[src/rtl/mips_pkg.sv]
// Shared types and constants for the MIPS boot path (program loader FSM states).
package mips_pkg;

  localparam int unsigned WORD_BYTES = 4;
  localparam int unsigned BYTE_W     = 8;
  localparam int unsigned WORD_W     = 32;
  localparam int unsigned LEN_W      = 16;
  localparam int unsigned BIDX_W     = 2;
  localparam int unsigned SHIFT_W    = (WORD_BYTES - 1) * BYTE_W;

  typedef enum logic [2:0] {
    LEN_HI,
    LEN_LO,
    DATA,
    CHECK,
    DONE,
    ERROR
  } loader_state_t;

  // Terminal states stop consuming bytes until a reload.
  function automatic logic accepts_bytes(input loader_state_t s);
    return (s != DONE) && (s != ERROR);
  endfunction

endpackage

[src/rtl/imem_loader.sv]
// Boot-time loader: assembles a length/word/checksum byte stream into instruction
// memory writes and holds the core in reset until a verified image is present.
module imem_loader
  import mips_pkg::*;
#(
  parameter int unsigned IMEM_DEPTH = 64,
  parameter logic [31:0] BASE_ADDR  = 32'h0
) (
  input  logic              clk,
  input  logic              reset,
  input  logic              byte_valid,
  input  logic [BYTE_W-1:0] byte_data,
  output logic              byte_ready,
  input  logic              reload,
  output logic              imem_we,
  output logic [WORD_W-1:0] imem_addr,
  output logic [WORD_W-1:0] imem_wdata,
  output logic              core_reset,
  output logic              done,
  output logic              error
);

  loader_state_t        state_q, state_d;
  logic [BIDX_W-1:0]    byte_idx_q, byte_idx_d;
  logic [LEN_W-1:0]     word_idx_q, word_idx_d;
  logic [LEN_W-1:0]     len_q, len_d;
  logic [BYTE_W-1:0]    xor_q, xor_d;
  logic [SHIFT_W-1:0]   shift_q, shift_d;

  logic                 ready_q, ready_d;
  logic                 we_q, we_d;
  logic [WORD_W-1:0]    addr_q, addr_d;
  logic [WORD_W-1:0]    wdata_q, wdata_d;
  logic                 core_rst_q, core_rst_d;
  logic                 done_q, done_d;
  logic                 error_q, error_d;

  logic                 xfer;
  logic [LEN_W-1:0]     len_full;
  logic [LEN_W-1:0]     word_idx_inc;
  logic                 last_byte_of_word;

  assign xfer              = byte_valid && ready_q;
  assign len_full          = {len_q[LEN_W-1:BYTE_W], byte_data};
  assign word_idx_inc      = word_idx_q + LEN_W'(1);
  assign last_byte_of_word = (byte_idx_q == BIDX_W'(WORD_BYTES - 1));

  // Next-state, counters and registered-output values.
  always_comb begin
    state_d    = state_q;
    byte_idx_d = byte_idx_q;
    word_idx_d = word_idx_q;
    len_d      = len_q;
    xor_d      = xor_q;
    shift_d    = shift_q;
    we_d       = 1'b0;
    addr_d     = addr_q;
    wdata_d    = wdata_q;
    core_rst_d = core_rst_q;
    done_d     = done_q;
    error_d    = error_q;

    unique case (state_q)
      LEN_HI: begin
        if (xfer) begin
          len_d[LEN_W-1:BYTE_W] = byte_data;
          xor_d                 = xor_q ^ byte_data;
          state_d               = LEN_LO;
        end
      end

      LEN_LO: begin
        if (xfer) begin
          len_d = len_full;
          xor_d = xor_q ^ byte_data;
          if (len_full == '0) begin
            state_d = CHECK;
          end else if (WORD_W'(len_full) > WORD_W'(IMEM_DEPTH)) begin
            state_d = ERROR;
            error_d = 1'b1;
          end else begin
            state_d = DATA;
          end
        end
      end

      DATA: begin
        if (xfer) begin
          xor_d      = xor_q ^ byte_data;
          byte_idx_d = byte_idx_q + BIDX_W'(1);
          if (last_byte_of_word) begin
            we_d       = 1'b1;
            addr_d     = BASE_ADDR + {word_idx_q[LEN_W-3:0], 2'b00} + {WORD_W'(word_idx_q[LEN_W-1:LEN_W-2]) << LEN_W};
            wdata_d    = {shift_q, byte_data};
            word_idx_d = word_idx_inc;
            if (word_idx_inc == len_q) begin
              state_d = CHECK;
            end
          end else begin
            shift_d = {shift_q[SHIFT_W-BYTE_W-1:0], byte_data};
          end
        end
      end

      CHECK: begin
        if (xfer) begin
          if (byte_data == xor_q) begin
            state_d    = DONE;
            done_d     = 1'b1;
            core_rst_d = 1'b0;
          end else begin
            state_d = ERROR;
            error_d = 1'b1;
          end
        end
      end

      DONE, ERROR: begin
        if (reload) begin
          state_d    = LEN_HI;
          byte_idx_d = '0;
          word_idx_d = '0;
          len_d      = '0;
          xor_d      = '0;
          shift_d    = '0;
          done_d     = 1'b0;
          error_d    = 1'b0;
          core_rst_d = 1'b1;
        end
      end

      default: begin
        state_d = LEN_HI;
      end
    endcase

    ready_d = accepts_bytes(state_d);
  end

  // State and output registers; reset drops any pending write strobe.
  always_ff @(posedge clk or negedge reset) begin
    if (!reset) begin
      state_q    <= LEN_HI;
      byte_idx_q <= '0;
      word_idx_q <= '0;
      len_q      <= '0;
      xor_q      <= '0;
      shift_q    <= '0;
      ready_q    <= 1'b1;
      we_q       <= 1'b0;
      addr_q     <= BASE_ADDR;
      wdata_q    <= '0;
      core_rst_q <= 1'b1;
      done_q     <= 1'b0;
      error_q    <= 1'b0;
    end else begin
      state_q    <= state_d;
      byte_idx_q <= byte_idx_d;
      word_idx_q <= word_idx_d;
      len_q      <= len_d;
      xor_q      <= xor_d;
      shift_q    <= shift_d;
      ready_q    <= ready_d;
      we_q       <= we_d;
      addr_q     <= addr_d;
      wdata_q    <= wdata_d;
      core_rst_q <= core_rst_d;
      done_q     <= done_d;
      error_q    <= error_d;
    end
  end

  assign byte_ready = ready_q;
  assign imem_we    = we_q;
  assign imem_addr  = addr_q;
  assign imem_wdata = wdata_q;
  assign core_reset = core_rst_q;
  assign done       = done_q;
  assign error      = error_q;

endmodule

[config.mk]
export PLATFORM = sky130hd
export DESIGN_NAME = imem_loader
export DESIGN_NICKNAME = d
export VERILOG_FILES = /design/src/rtl/mips_pkg.sv /design/src/rtl/imem_loader.sv
export SDC_FILE = /design/constraint.sdc
export NUM_CORES = 1
export LEC_CHECK = 0
export CORE_MARGIN = 3
export CORE_UTILIZATION = 50
export CTS_CLUSTER_DIAMETER = 60
export DETAILED_ROUTE_END_ITERATION = 12
export PLACE_DENSITY = 0.88
export SYNTH_ARGS = -nofsm -noshare
export SYNTH_HDL_FRONTEND = slang
export SYNTH_SLANG_ARGS = --single-unit
[constraint.sdc]
create_clock -name clk -period 1.8 [get_ports clk]
set_input_delay 0.36 -clock clk [delete_from_list [all_inputs] [get_ports clk]]
set_output_delay 0.36 -clock clk [all_outputs]
set_load 0.01 [all_outputs]
==> summary.md, run 1 <==
| Metric | Value |
|---|---|
| Final worst slack | -394 ps |
| Seq/Total Area, Yosys | between 50% and 60% |
| Critical path capture point type | flop |
| Via Count | ~6400 |
| Least-Margin Pin Slew | around 670 ps |
| Setup violations, final | 41 |
| Final-stage net count | around 840 |
| Asr flop ratio synth | 100% |
| Startpoint Class | flop |
| Fin. max-slew vios | 0 |
| Clock transition at path regs | roughly 60 ps |
| Die Area | between 10000 and 15000 sq um |
| WS Path Type | flop to flop |
| Post-synth EDFFs | 0 |
| Synth area leaders | dfrtp_1, nand2_1, o21ai_0 |
| CTS Buffer Depth | 2 |
| Post-layout util | about three quarters |
| Cts bufs inserted | 17 |
| Number of max-cap violations | 0 |
| Total Power | 12.2 mW |
| Starting DRT DRC Count | ~750 |
| Skew-Pair Late Insertion Delay | between 400 and 500 ps |
| Most common cell in the netlist | nand2_1 |
| Final routed DRC violation total | 0 |
| Buf/Inv on CP | 1 |
| CP max-delay cell | dfrtp_2 |
| Critical path's top delay family | compound AO/OA/AOI/OAI gates |
| Vias in the first global route | between 6000 and 7000 |
| CTS tree | yes |
| Failing checks | setup timing |
| # rows | 39 |
| Layout area overhead | 48.6% |
| Area of the multi-input gates | about 3100 sq um |
| N_diodes | 0 |
| Pin count of the biggest net entering global routing | roughly 60 |
| Synth Area per Inst | slightly below 9 sq um |
| Fraction of layout cells with a size suffix above 1 | roughly 30% |
| Final ANT Viol Nets | 0 |
| RSZ-0062 raised after global routing | true |
| Final Hold Fails | 0 |
| Clk_skew | between 15 and 20 ps |
| Post-Syn Instances | roughly 670 |
| Die Wd | 115 um |
| Routed wire length | approximately 24000 um |
| Port Buf Inserts | 64 |
| RD Place Congestion | just over 0.9 |
| Dominant synthesized flop cell | dfrtp_1 |
| Initial Util | about half |
| FF+latch count, synth | ~120 |
| Router iterations before antenna repair | 9 |
| Ports | between 80 and 90 |
| CP arrival | ~2500 ps |
| Register area | a little over 3000 sq um |
| Unique masters post-synth | 57 |
| Dpl hpwl | about 11000 um |
| Synth area leader | dfrtp_1 |
| CTS Sinks | approximately 120 |
| Ys Warns | 0 |
| CP max stage delay | between 400 and 500 ps |
| First-pass GRT wire length | between 30000 and 40000 um |
| Gr usage total | 32.6% |
| Leakage | approximately 4.2 nW |
| Gr ovfl total | 0 |
| Post-synthesis cell area | just under 6000 sq um |
| H-tree levels | 4 |
| Crit Path Max Fanout | 6 |
| Via density | roughly 6.5 |
| Core area | 11500 sq um |
| Area fraction of the dominant cell type after synthesis | approximately half |
| Hold Path Class | primary input to flop |
| Initial antenna violation count | 1 |
| Pwr dens | ~1400 nW/um^2 |
| Min Tclk post-route | roughly 2200 ps |
| VDD IR-drop max | between 0.0008 and 0.0009 V |
| Slew HR | a little over half |
| Achievable clock frequency | 456 MHz |
| Most frequent cells after synthesis | nand2_1, dfrtp_1, o21ai_0, o21ai_1, clkbuf_1 |
| DIE HEIGHT | about 110 um |
| WP data required | between 2000 and 2500 ps |
| Status | complete, but fails checks |
| Root Driver | clkbuf_16 |
| Cells along the critical path | buf_4, xnor2_1, a2111oi_4, nand3_1, a211oi_2, nand4_1, o31ai_1 |
| Avg WL per Cell | 24.9 um |
| Fill count | roughly 670 |
| Final period utilization | 122% |
power by group:
group	internal [mW]	switching (mW)
Combinational	1.97	2.48
Clock	2.37	1.39
Sequential	3.30	0.738
Total	7.64	4.61
layout make-up:
cell class	instances	area share (%)
Clock buffer	19	5.02
Clock inverter	13	2.15
Inverter	8	0.397
Multi-Input combinational cell	502	35.5
Sequential cell	122	34.7
Tap cell	143	2.03
Timing Repair Buffer	172	20.2
worst register-to-register path, cell delays in order, from the launching register on:
cell,delay (ps)
dfrtp_2,450
buf_4,180
xnor2_1,270
a2111oi_4,380
nand3_1,170
a211oi_2,240
nand4_1,150
o31ai_1,260
through the flow:
stage	hold slack, ps	setup TNS (ps)	area (sq um)	std cells	worst slack (ps)
3_3_place_gp	310	-35130	7240	924	-624
4_1_cts	393	-1860	8380	970	-157
6_report	266	-4500	8830	979	-394
2_1_floorplan	64.4	-81.7	6060	686	-34.4
3_5_place_dp	318	-39660	7240	924	-679
5_1_grt	283	-5760	8830	979	-378
repair_timing:
item / CTS / global route
gates resized for setup: 84 / 92
pin swaps: 32 / 25
hold buffers: 1 / 0
setup endpoints to repair: 66 / 73
setup buffers: 6 / 6
gates cloned: 7 / 4
endpoints found under the hold margin: 23 / 0
placed cells by master, fill, tap and decap left out, types with 4 or more instances in the layout:
master	netlist	layout
a22o_1	8	8
inv_1	7	7
o21ai_4	0	4
clkbuf_16	0	20
xor2_1	7	7
buf_16	0	8
dfrtp_1	120	115
buf_4	18	78
nor4_4	2	4
buf_12	0	6
nor4_1	6	4
or4_4	1	4
dfrtp_2	0	5
xnor2_1	14	14
nand3_1	12	10
nor3_1	6	4
o21a_1	4	4
nand2_1	237	210
o21ai_2	0	27
a21oi_1	10	8
buf_6	3	11
inv_6	0	5
and2_1	4	4
bufinv_16	0	4
o21ai_0	50	33
nor2_1	16	15
conb_1	1	16
o21ai_1	32	18
nor2b_1	18	15
nand2_4	1	25
clkdlybuf4s50_1	0	57
o31ai_1	9	7
registers in the layout, summed over array words and instances, names as in the netlist, 2 cells and up:
signal	flops
imem_wdata	32
shift_q	24
imem_addr	16
len_q	16
word_idx_q	16
xor_q	8
state_q	3
byte_idx_q	2
per-layer routing:
| layer | wire length [um] | GRT usage, % |
|---|---|---|
| met1 | 8140 | 38.8 |
| met2 | 11200 | 55.0 |
| met3 | 3080 | 7.37 |
| met4 | 1910 | 17.6 |
| met5 | 18 | 0 |
path summary, 6_finish.rpt:
path	slack, ps	to	cells after the start	start
max reg2reg	-390	state_q[0]	7	word_idx_q[0]
min in group asynchronous	400	imem_wdata[9]	2	reset
max	-390	state_q[0]	7	word_idx_q[0]
max in group asynchronous	790	byte_ready	3	reset
min reg2reg	470	imem_addr[3]	2	imem_addr[3]
min	270	imem_wdata[4]	3	byte_data[4]
cells by family after synthesis:
family / after synthesis / synth area share, %
AO/OA/AOI/OAI: 130 / 13.1
XOR/XNOR: 21 / 3.10
adder cells (fa/ha/maj): 2 / 0.421
buffers and inverters: 62 / 5.71
flip-flops: 122 / 51.4
multiplexers: 4 / 0.695
other: 1 / 0.0631
AND/OR/NAND/NOR: 329 / 25.5
No activity file was read; power rests on OpenSTA's default activity.
==> inputs of run 2 (changes only) <==
--- a/config.mk
+++ b/config.mk
@@ -10,6 +10,7 @@
 export CTS_CLUSTER_DIAMETER = 60
 export DETAILED_ROUTE_END_ITERATION = 12
 export PLACE_DENSITY = 0.88
+export SLEW_MARGIN = 20
 export SYNTH_ARGS = -nofsm -noshare
 export SYNTH_HDL_FRONTEND = slang
 export SYNTH_SLANG_ARGS = --single-unit
==> results of run 2 <==
No change in the layout: final DEF, timing and power equal those of run 1.
==> inputs of run 3 (changes only) <==
--- a/config.mk
+++ b/config.mk
@@ -10,7 +10,6 @@
 export CTS_CLUSTER_DIAMETER = 60
 export DETAILED_ROUTE_END_ITERATION = 12
 export PLACE_DENSITY = 0.88
-export SLEW_MARGIN = 20
 export SYNTH_ARGS = -nofsm -noshare
 export SYNTH_HDL_FRONTEND = slang
 export SYNTH_SLANG_ARGS = --single-unit
==> results of run 3 <==
No change in the layout: final DEF, timing and power equal those of run 1.
